--- config.mk ---
export PLATFORM = sky130hd
export DESIGN_NAME = ifetch
export DESIGN_NICKNAME = d
export VERILOG_FILES = /design/src/rtl/riscv_pkg.sv /design/src/rtl/jal_predecode.sv /design/src/rtl/ifetch.sv
export SDC_FILE = /design/constraint.sdc
export NUM_CORES = 1
export LEC_CHECK = 0
export BUFFER_PORTS_ARGS = -buffer_cell sky130_fd_sc_hd__buf_2
export CORE_AREA = 3 3 97 99
export CTS_BUF_LIST = sky130_fd_sc_hd__clkbuf_8 sky130_fd_sc_hd__clkbuf_16
export CTS_CLUSTER_SIZE = 14
export DETAILED_ROUTE_END_ITERATION = 7
export DIE_AREA = 0 0 100 102
export GPL_TIMING_DRIVEN = 0
export PLACE_DENSITY = 0.75
export REMOVE_ABC_BUFFERS = 1
export SYNTH_ARGS = -nofsm -noshare
export SYNTH_HDL_FRONTEND = slang
export SYNTH_SLANG_ARGS = --single-unit
--- constraint.sdc ---
create_clock -name clk -period 2.8 [get_ports clk]
set_input_delay 0.28 -clock clk [delete_from_list [all_inputs] [get_ports clk]]
set_output_delay 0.28 -clock clk [all_outputs]
set_load 0.02 [all_outputs]
--- src/rtl/riscv_pkg.sv ---
// Shared RV32 constants for the front-end blocks.
package riscv_pkg;

    localparam int unsigned XLEN = 32;

    localparam logic [6:0]      OPCODE_JAL       = 7'b1101111;
    localparam logic [31:0]     INSN_NOP         = 32'h0000_0013;
    localparam logic [XLEN-1:0] DEFAULT_RESET_PC = 32'h0000_0000;

endpackage

--- src/rtl/jal_predecode.sv ---
// Combinational JAL detector: flags the JAL opcode and returns the sign-extended J-immediate.
module jal_predecode
    import riscv_pkg::*;
(
    input  logic [31:0]     instr,
    output logic            is_jal,
    output logic [XLEN-1:0] imm
);

    // rd is irrelevant to the predicted target
    logic [4:0] rd_unused;

    assign rd_unused = instr[11:7];
    assign is_jal    = (instr[6:0] == OPCODE_JAL);
    assign imm       = {{11{instr[31]}}, instr[31], instr[19:12], instr[20], instr[30:21], 1'b0};

endmodule

--- src/rtl/ifetch.sv ---
// Instruction fetch: owns the PC, addresses the synchronous ROM and hands words to decode.
// Define IFETCH_JAL_PREDICT_EN to follow JALs with zero bubbles.
module ifetch
    import riscv_pkg::*;
#(
    parameter logic [XLEN-1:0] RESET_PC = DEFAULT_RESET_PC
) (
    input  logic            clk,
    input  logic            rst,
    output logic [XLEN-1:0] imem_addr,
    input  logic [31:0]     imem_rdata,
    output logic            if_valid,
    input  logic            if_ready,
    output logic [XLEN-1:0] if_pc,
    output logic [31:0]     if_instr,
    output logic            if_pred_taken,
    input  logic            redirect_valid,
    input  logic [XLEN-1:0] redirect_pc
);

    logic [XLEN-1:0] pc_q, pc_d;
    logic [XLEN-1:0] out_pc_q, out_pc_d;
    logic            out_valid_q, out_valid_d;
    logic [XLEN-1:0] redir_addr;
    logic [XLEN-1:0] fetch_addr;
    logic            fire;
    logic            issue;
    logic            pred_taken;
    logic [1:0]      redirect_lsb_unused;

    assign redirect_lsb_unused = redirect_pc[1:0];
    assign redir_addr          = {redirect_pc[XLEN-1:2], 2'b00};

    assign if_valid      = out_valid_q & ~redirect_valid;
    assign fire          = if_valid & if_ready;
    assign if_pc         = out_pc_q;
    assign if_instr      = imem_rdata;
    assign if_pred_taken = pred_taken;
    assign imem_addr     = fetch_addr;

`ifdef IFETCH_JAL_PREDICT_EN
    logic            is_jal;
    logic [XLEN-1:0] jal_imm;

    jal_predecode u_predecode (
        .instr  (imem_rdata),
        .is_jal (is_jal),
        .imm    (jal_imm)
    );

    assign pred_taken = if_valid & is_jal;
`else
    assign pred_taken = 1'b0;
`endif

    // Redirect, advance and stall all reduce to "pick an address, and optionally issue it".
    always_comb begin
        pc_d        = pc_q;
        out_pc_d    = out_pc_q;
        out_valid_d = out_valid_q;
        fetch_addr  = out_pc_q;
        issue       = 1'b0;

        if (redirect_valid) begin
            fetch_addr = redir_addr;
            issue      = 1'b1;
        end else if (!out_valid_q || fire) begin
            fetch_addr = pc_q;
`ifdef IFETCH_JAL_PREDICT_EN
            if (pred_taken) begin
                fetch_addr = out_pc_q + jal_imm;
            end
`endif
            issue = 1'b1;
        end

        if (issue) begin
            out_pc_d    = fetch_addr;
            out_valid_d = 1'b1;
            pc_d        = fetch_addr + 32'd4;
        end
    end

    always_ff @(posedge clk) begin
        if (rst) begin
            pc_q        <= RESET_PC;
            out_pc_q    <= RESET_PC;
            out_valid_q <= 1'b0;
        end else begin
            pc_q        <= pc_d;
            out_pc_q    <= out_pc_d;
            out_valid_q <= out_valid_d;
        end
    end

endmodule

==> impl_metrics.py, run 1 <==
metrics = {
    "run_status": {
        "status": "finished clean",
    },
    "cells_and_area": {
        "finish.utilization_pct": 49.4,
        "drive_gt1_share_pct": 34.8,
        "multiInputGateArea_mm2": 0.00208,
        "regArea_mm2": 0.00126,
        "nNetsFinal": 533,
        "diodes": 0,
        "fin_cells": 576,
        "fill_cells": 839,
        "area_growth_pct": 10.8,
        "design_area_mm2": 0.00426,
    },
    "die": {
        "die_height_um": 102,
        "chipWidth_um": 100,
        "row_count": 34,
        "ios": 166,
        "start_util_pct": 44.6,
        "coreArea_mm2": 0.00864,
        "die-area_mm2": 0.0102,
    },
    "critical_path": {
        "endpoint_kind": "register",
        "cp.required_ps": 3040,
        "slowest_delay_ps": 450,
        "crit_chain": "nor2b_4 > o311a_4 > nor4_4 > nand4_4 > nor4_4 > a211oi_1 > a311oi_1",
        "path_common_cell": "nor4_4",
        "cp-start-kind": "register",
        "worstSetupPathType": "reg2reg",
        "worst_path_max_delay_cell": "nor4_4",
        "cp_max_fo": 16,
        "cp.arrival_ps": 2900,
    },
    "synth": {
        "yosys-top-cells-area": "dfxtp_1, buf_4, and2_1",
        "async_reset_ff_share_pct": 0,
        "synth_cells": 419,
        "yosysWarnings": 0,
        "synthFlopType": "dfxtp_1",
        "ys_seq_area_share_pct": 32.8,
        "yosysTopAreaCell": "dfxtp_1",
        "avgSynthCellArea_um2": 9.18,
        "syn-cell-area_mm2": 0.00385,
        "synthTopCellsByCount": "dfxtp_1, buf_4, nor2_1, and2_1, a211oi_1",
        "synth_top_area_share_pct": 32.8,
        "synth_cell_type_count": 63,
        "yosys_register_bits": 63,
        "synth_most_common_cell": "dfxtp_1",
        "synth_edf_count": 0,
    },
    "global_route": {
        "grt_pass1_wl_um": 16500,
        "grt_max_degree": 83,
        "globalRouteOverflowTotal": 0,
        "grt.total_usage_pct": 20.8,
        "grt_pass1_vias": 3053,
        "antenna_found_initial": 0,
    },
    "sta": {
        "relSlewSlack_pct": 39.4,
        "tns_ps": 0,
        "hold_violations": 0,
        "period_share_pct": 94.9,
        "rsz0062_at_grt": "no",
        "period_minus_slack_ps": 2660,
        "layout_setup_ws_ps": 142,
        "hold_slack_ps": 234,
        "fmax_ghz": 0.376,
        "slew_violations": 0,
        "worst_pin_slew_ps": 907,
        "clock_skew_ps": 6.63,
        "finalSetupViolations": 0,
    },
    "min_path": {
        "hold_class": "in2reg",
    },
    "placement": {
        "io_buffers": 98,
        "place.detailed.instances": 557,
        "gp_congestion": 0.817,
        "dp_hpwl_um": 7270,
        "placed_cell_area_mm2": 0.00400,
        "preCtsSetupSlack_ps": -1140,
    },
    "clock_tree": {
        "cts_tree": "done",
        "cts.clk_slew.worst_paths_ps": 70,
        "clock-sinks": 63,
        "htree_num_levels": 3,
        "clk_latency_ps": 330,
        "cts_buffer_depth": 2,
        "cts-buffers-inserted": 9,
        "cts-root-buf": "clkbuf_8",
    },
    "routing": {
        "wirelength_um": 11000,
        "ant_nets": 0,
        "dr_total_vias": 3230,
        "drc": 0,
        "wl_per_cell_um": 19.0,
        "first_pass_iters": 5,
        "drtIter0Drc": 110,
        "avgViaCountPerCell": 5.61,
    },
    "power": {
        "peakVddDrop_mv": 0.274,
        "p_total_mw": 2.26,
        "p_leak_nw": 1.84,
        "power_density_mw_per_mm2": 530,
    },
    "flow_run": {
        "maxCapViolCount": 0,
    },
}
[cell usage in the layout, fill, tap and decap left out, types with 3 or more instances in the layout]
cell type / n
o211a_1: 6
nor4bb_1: 8
a221oi_1: 4
clkbuf_8: 10
nor2_1: 32
a311o_2: 6
a311o_1: 3
a21oi_1: 11
dfxtp_1: 62
mux2i_1: 5
a311oi_1: 6
nand2_1: 18
nand3_1: 4
and4bb_1: 3
and4bb_2: 9
o21ai_0: 14
buf_2: 96
a221oi_2: 3
nor3_1: 7
a211oi_1: 19
and2_1: 30
buf_4: 4
inv_1: 16
nand2b_1: 3
nor2b_1: 13
nand4bb_1: 3
nor4_2: 7
xnor2_1: 14
[layer usage]
| metal | GRT usage (%) | up-vias | routed length [µm] |
|---|---|---|---|
| met5 | 2.40 | - | 0 |
| met2 | 29.9 | 127 | 4900 |
| met3 | 9.01 | 6 | 1010 |
| met1 | 28.6 | 1532 | 4970 |
| met4 | 4.87 | 0 | 72 |
| li1 | - | 1565 | - |
[registers in the layout (all words and copies together) (netlist names)]
register,cells
pc_q,32
if_pc,30
out_valid_q,1
[worst max-delay path, delay by kind of cell (launching register included)]
| family | cells | cell delay (ps) |
|---|---|---|
| AOI/OAI and AO/OA | 3 | 740 |
| DFF | 1 | 430 |
| and+or+nand+nor | 4 | 1390 |
[final timing paths]
kind / cells past startpoint / to / start / slack, ps
worst max register to register: 7 / pc_q[27]$_SDFFE_PP0P_ / out_valid_q$_SDFFE_PP0P_ / 140
worst max-delay path: 7 / pc_q[27]$_SDFFE_PP0P_ / out_valid_q$_SDFFE_PP0P_ / 140
worst min-delay path: 3 / if_pc[18]$_SDFFE_PP0P_ / redirect_pc[18] / 230
worst min register to register: 2 / pc_q[3]$_SDFFE_PP0P_ / pc_q[3]$_SDFFE_PP0P_ / 470
[power by group]
group | internal (mW) | total [mW] | switching [mW] | leakage [nW]
clock | 0.430 | 0.793 | 0.362 | 0.0944
sequential | 0.956 | 0.989 | 0.0322 | 0.521
combinational | 0.181 | 0.479 | 0.298 | 1.22
[area by class of cell]
type / instances / area share, %
clock buffer: 10 / 3.23
clock inverter: 5 / 1.38
inverter: 18 / 1.58
multi-input combinational: 271 / 48.7
sequential: 63 / 29.7
tap: 108 / 3.17
timing repair buffer: 101 / 12.2
[kinds of logic (layout without fill, tap and decap cells)]
group / Yosys count / after routing / synth area share, %
AO/OA/AOI/OAI: 86 / 86 / 18.6
XOR/XNOR: 16 / 16 / 3.64
adder cells (fa/ha/maj): 1 / 1 / 0.325
buffers and inverters: 86 / 134 / 14.1
flip-flops: 63 / 63 / 32.8
multiplexers: 5 / 5 / 1.30
other: 1 / 1 / 0.0975
AND/OR/NAND/NOR: 161 / 162 / 29.2
[timing repair]
item,4_1_cts,5_1_grt
hold buffers,0,0
gates cloned,0,1
gates resized for setup,7,1
setup buffers,0,3
pin swaps,0,4
endpoints found under the setup margin,55,8
(Power assumes the default switching activity.)
==> run 2: changes to the inputs <==
ABC_CLOCK_PERIOD_IN_PS = 2800   (was default)
CELL_PAD_IN_SITES_DETAIL_PLACEMENT = 1   (was default)
CELL_PAD_IN_SITES_GLOBAL_PLACEMENT = 2   (was default)
CORE_AREA = 3 3 124 126   (was 3 3 97 99)
DIE_AREA = 0 0 127 129   (was 0 0 100 102)
PLACE_DENSITY = default   (was 0.75)
PLACE_DENSITY_LB_ADDON = 0.1   (was default)
==> run 2 against run 1 <==
Against the previous run:
- critical path depth rose by 1
- cell count grew 14%
- largest power group is now the clock network
- clock skew up 0.96 ps
- setup slack gained 42 ps
- utilization is 18 points lower
- largest cell class unchanged
- register-to-register slack improved by 40 ps
- via count up 2.5%
- sequential share of layout area is 1.9 points lower
- total power grew 21%
==> impl_metrics.py, run 2 (same netlist as run 1, synthesis figures left out) <==
metrics = {
    "run_status": {
        "status": "finished clean",
    },
    "global_route": {
        "grt.total_usage_pct": 16.9,
        "grt_pass1_wl_um": 20800,
        "antenna_found_initial": 0,
        "globalRouteOverflowTotal": 0,
        "grt_max_degree": 83,
        "grt_pass1_vias": 3480,
    },
    "critical_path": {
        "cp_max_fo": 16,
        "endpoint_kind": "register",
        "reg2reg_slack_ps": 180,
        "rr_worst_depth": 8,
        "r2r-end": "pc_q[23]$_SDFFE_PP0P_",
        "cp.arrival_ps": 2850,
        "rr_startpoint": "out_valid_q$_SDFFE_PP0P_",
        "worstSetupPathType": "reg2reg",
        "cp-start-kind": "register",
        "cp-startpoint": "out_valid_q$_SDFFE_PP0P_",
        "cp.required_ps": 3030,
    },
    "cells_and_area": {
        "layout_commonest_cell": "buf_2",
        "area_growth_pct": 18.2,
        "diodes": 0,
        "fin_cells": 656,
        "finish.utilization_pct": 31.5,
        "largest_reg_flops": 32,
        "fill_cells": 1716,
        "final_cell_mix": "buf_2, dfxtp_1, nor2_1",
        "nNetsFinal": 536,
        "largest-register": "pc_q",
        "drive_gt1_share_pct": 35.4,
    },
    "power": {
        "p_int_mw": 1.95,
        "peakVddDrop_mv": 0.248,
        "pwr-share-seq_pct": 36.3,
        "sw_frac_of_total_pct": 28.6,
        "power_density_mw_per_mm2": 601,
        "p_leak_nw": 1.93,
        "pwr-share-clk_pct": 45.5,
        "combPwrFrac_pct": 18.2,
        "p_total_mw": 2.73,
        "switchingPower_mw": 0.782,
    },
    "routing": {
        "drtIter0Drc": 100,
        "ant_nets": 0,
        "wl_per_cell_um": 20.7,
        "wirelength_um": 13600,
        "first_pass_iters": 4,
        "dr_total_vias": 3310,
        "avgViaCountPerCell": 5.05,
        "drc": 0,
    },
    "clock_tree": {
        "cts.clk_slew.worst_paths_ps": 60,
        "htree_num_levels": 3,
        "cts_buffer_depth": 2,
        "clock-sinks": 63,
        "ctsHoldBuffers": 0,
        "cts_tree": "done",
        "cts-root-buf": "clkbuf_16",
        "cts-buffers-inserted": 9,
        "clk_latency_ps": 350,
    },
    "sta": {
        "hold_slack_ps": 233,
        "fmax_ghz": 0.382,
        "finalSetupViolations": 0,
        "hold_violations": 0,
        "period_share_pct": 93.4,
        "period_minus_slack_ps": 2620,
        "rsz0062_at_grt": "no",
        "layout_setup_ws_ps": 184,
        "worst_pin_slew_ps": 1170,
        "slew_violations": 0,
        "clock_skew_ps": 7.58,
        "relSlewSlack_pct": 21.8,
    },
    "min_path": {
        "worstHoldStart": "redirect_pc[18]",
        "hold_end": "if_pc[18]$_SDFFE_PP0P_",
        "hold_class": "in2reg",
        "hold_path_depth": 3,
    },
    "die": {
        "die_height_um": 129,
        "chipWidth_um": 127,
        "ios": 166,
        "coreArea_mm2": 0.0144,
        "die-area_mm2": 0.0164,
        "row_count": 44,
        "start_util_pct": 26.7,
    },
    "placement": {
        "preCtsSetupSlack_ps": -1540,
        "io_buffers": 98,
        "gp_congestion": 0.681,
        "dp_hpwl_um": 8700,
        "place.detailed.instances": 633,
    },
    "flow_run": {
        "maxCapViolCount": 0,
    },
}
==> run 2: changes by cell type in the layout (fill, tap and decap cells not counted), moves of 2 or more <==
| cell | delta |
|---|---|
| nand3_4 | +2 |
| clkinvlp_4 | -2 |
| clkbuf_16 | +9 |
| clkbuf_8 | -5 |
| nand3_2 | -2 |
==> run 2: layout make-up <==
type                            instances  area, µm²  area share (%)
Clock buffer                           14        294            6.46
Clock inverter                          2       35.0           0.770
Inverter                               18       67.6            1.49
Multi-Input combinational cell        271       2090            46.0
Sequential cell                        63       1260            27.8
Tap cell                              184        230            5.06
Timing Repair Buffer                  104        564            12.4
==> run 2: what timing repair did <==
action / 4_1_cts / 5_1_grt
setup buffers: 3 / 3
endpoints found under the setup margin: 74 / 19
gates resized for setup: 7 / 3
cloned: 1 / 0
pin swaps: 3 / 2
==> run 2: metal layers <==
layer	track usage, %	vias up	share of wire [%]
met2	24.1	112	43
met4	5.49	0	1.3
met1	23.0	1622	48
met5	1.47	-	0
li1	-	1567	-
met3	7.14	9	8.0
==> run 2: how the worst max path moves through the flow <==
stage,to,slack (ps),depth (start not counted)
floorplan,pc_q[18]$_SDFFE_PP0P_,30,7
global placement,pc_q[18]$_SDFFE_PP0P_,-1610,7
detailed placement,pc_q[18]$_SDFFE_PP0P_,-1540,7
CTS,pc_q[22]$_SDFFE_PP0P_,9,7
global route,pc_q[23]$_SDFFE_PP0P_,30,8
finish,pc_q[23]$_SDFFE_PP0P_,180,8
==> run 2: worst max-delay path, cell delays in order, from the launching register on <==
cell and delay [ps]:
dfxtp_4 520, buf_8 210, or4b_2 590, o311ai_1 170, nor2_1 170, nand2_2 270
nor4_4 100, buf_4 190, o311a_1 270
==> run 2: through the flow <==
| stage | setup TNS (ps) | area (µm²) |
|---|---|---|
| after floorplan | 0 | 3370 |
| after global placement | -42290 | 4090 |
| after detailed placement | -38430 | 4100 |
| after CTS | 0 | 4500 |
| after global routing | 0 | 4550 |
| final | 0 | 4550 |
==> run 2: power by group through the flow <==
stage                     sequential, mW  combinational [mW]  clock (mW)
final                              0.991               0.497        1.24
after floorplan                     1.04               0.272           0
after CTS                          0.995               0.497        1.27
after global placement              1.01               0.486           0
after detailed placement            1.01               0.491           0
after global routing               0.999               0.549        1.33
==> run 3: changes to the inputs <==
GPL_TIMING_DRIVEN = default   (was 0)
==> run 3 against run 2 <==
Against the previous run:
- sequential share of layout area is 0.56 points lower
- via count up 0.69%
- total power is 7.5% lower
- global-route usage fell by 0.078 points
- cell count grew 3.8%
- non-clock buffer count increased by 27
- setup slack gained 24 ps
- clock-buffer cell count down 4
- sequential power is essentially flat
- largest power group unchanged
==> impl_metrics.py, run 3 (same netlist as run 1, synthesis figures left out) <==
metrics = {
    "placement": {
        "io_buffers": 98,
        "dp_hpwl_um": 9890,
        "gp_congestion": 0.742,
    },
    "sta": {
        "period_share_pct": 92.6,
        "rsz0062_at_grt": "no",
        "slew_violations": 0,
        "hold_violations": 0,
        "finalSetupViolations": 0,
        "clock_skew_ps": 6.00,
        "relSlewSlack_pct": 46.2,
        "tns_ps": 0,
        "fmax_ghz": 0.386,
        "period_minus_slack_ps": 2590,
        "worst_pin_slew_ps": 807,
    },
    "clock_tree": {
        "cts_setup_buffers": 0,
        "ctsHoldBuffers": 0,
        "post_cts_resized": 0,
        "cts.clk_slew.worst_paths_ps": 50,
        "cts-buffers-inserted": 9,
        "cts_tree": "done",
        "cts_buffer_depth": 2,
        "cts-root-buf": "clkbuf_16",
        "htree_num_levels": 3,
        "clk_latency_ps": 340,
        "clock-sinks": 63,
    },
    "routing": {
        "drc": 0,
        "first_pass_iters": 4,
        "wl_per_cell_um": 20.0,
        "dr_total_vias": 3333,
        "ant_nets": 0,
        "drtIter0Drc": 113,
        "avgViaCountPerCell": 4.89,
        "wirelength_um": 13600,
    },
    "power": {
        "peakVddDrop_mv": 0.235,
        "p_leak_nw": 2.02,
        "power_density_mw_per_mm2": 546,
    },
    "cells_and_area": {
        "diodes": 0,
        "area_growth_pct": 20.3,
        "finish.utilization_pct": 32.1,
        "largest-register": "pc_q",
        "final_cell_mix": "buf_2, dfxtp_1, nor2_1",
        "fill_cells": 1699,
        "layout_commonest_cell": "buf_2",
        "nNetsFinal": 562,
        "largest_reg_flops": 32,
        "drive_gt1_share_pct": 37.4,
    },
    "critical_path": {
        "cp-start-kind": "register",
        "cp_max_fo": 14,
        "worst_path_max_delay_cell": "nor2b_4",
        "endpoint_kind": "register",
        "cp.required_ps": 3000,
        "crit_chain": "buf_4 > nor2b_4 > o211a_1 > inv_1 > and2_1 > nand3_1 > nor3_2 > buf_4 > a221oi_1 > a311oi_1",
        "worstSetupPathType": "reg2reg",
        "path_common_cell": "buf_4",
        "cp.arrival_ps": 2800,
        "slowest_delay_ps": 430,
    },
    "global_route": {
        "grt.total_usage_pct": 16.9,
        "grt_max_degree": 33,
        "grt_pass1_wl_um": 21000,
        "globalRouteOverflowTotal": 0,
        "grt_pass1_vias": 3500,
        "antenna_found_initial": 0,
    },
    "die": {
        "coreArea_mm2": 0.0144,
        "die-area_mm2": 0.0164,
        "start_util_pct": 26.7,
        "ios": 166,
        "chipWidth_um": 127,
        "row_count": 44,
        "die_height_um": 129,
    },
    "min_path": {
        "hold_class": "in2reg",
    },
    "flow_run": {
        "maxCapViolCount": 0,
    },
    "run_status": {
        "status": "finished clean",
    },
}
run 3: changes by cell type in the layout (fill, tap and decap cells not counted), sizes merged:
| cell | before | now |
|---|---|---|
| bufinv | 1 | 0 |
| buf | 104 | 131 |
| clkbuf | 14 | 10 |
| inv | 18 | 22 |
| nand2b | 6 | 5 |
run 3: worst max-delay path: cells and delay by family, from the launching register on:
kind	cells	cell delay, ps
AOI/OAI and AO/OA	3	670
buffers and inverters	3	530
DFF	1	370
and+or+nand+nor	4	890
run 3: worst paths after layout:
path                             from                endpoint  slack, ps  cells after the start
max          out_valid_q$_SDFFE_PP0P_   pc_q[18]$_SDFFE_PP0P_        210                     10
min reg2reg      pc_q[3]$_SDFFE_PP0P_    pc_q[3]$_SDFFE_PP0P_        480                      2
max reg2reg  out_valid_q$_SDFFE_PP0P_   pc_q[18]$_SDFFE_PP0P_        210                     10
min                   redirect_pc[16]  if_pc[16]$_SDFFE_PP0P_        250                      3
run 3: area by class of cell:
| class | count | area, µm² | area share [%] |
|---|---|---|---|
| Timing Repair Buffer | 131 | 763 | 16.5 |
| Clock buffer | 10 | 239 | 5.16 |
| Tap cell | 184 | 230 | 4.97 |
| Inverter | 18 | 67.6 | 1.46 |
| Clock inverter | 5 | 20.0 | 0.433 |
| Multi-Input combinational cell | 270 | 2050 | 44.2 |
| Sequential cell | 63 | 1260 | 27.3 |
run 3: metal layers:
metal / vias to the layer above / part of all wire [%] / GRT usage (%)
li1: 1622 / - / -
met1: 1585 / 49 / 22.8
met2: 113 / 42 / 24.2
met3: 13 / 7.6 / 6.43
met4: 0 / 1.7 / 6.18
met5: - / 0 / 1.47
run 3: report_power, final:
group / switching, mW / internal, mW / total, mW
registers: 0.0296 / 0.958 / 0.988
clock network: 0.408 / 0.603 / 1.01
logic: 0.321 / 0.207 / 0.527
total: 0.759 / 1.77 / 2.53
run 3: stage by stage:
| step | hold WS (ps) | worst slack, ps | total power [mW] | std cells | area (µm²) |
|---|---|---|---|---|---|
| global placement | 452 | 124 | 1.54 | 666 | 4370 |
| CTS | 246 | 177 | 2.58 | 681 | 4630 |
| finish | 251 | 207 | 2.53 | 681 | 4630 |
| detailed placement | 469 | 54.5 | 1.54 | 666 | 4370 |
| floorplan | 349 | 33.0 | 1.31 | 351 | 3370 |
| global route | 278 | 8.82 | 2.67 | 681 | 4630 |
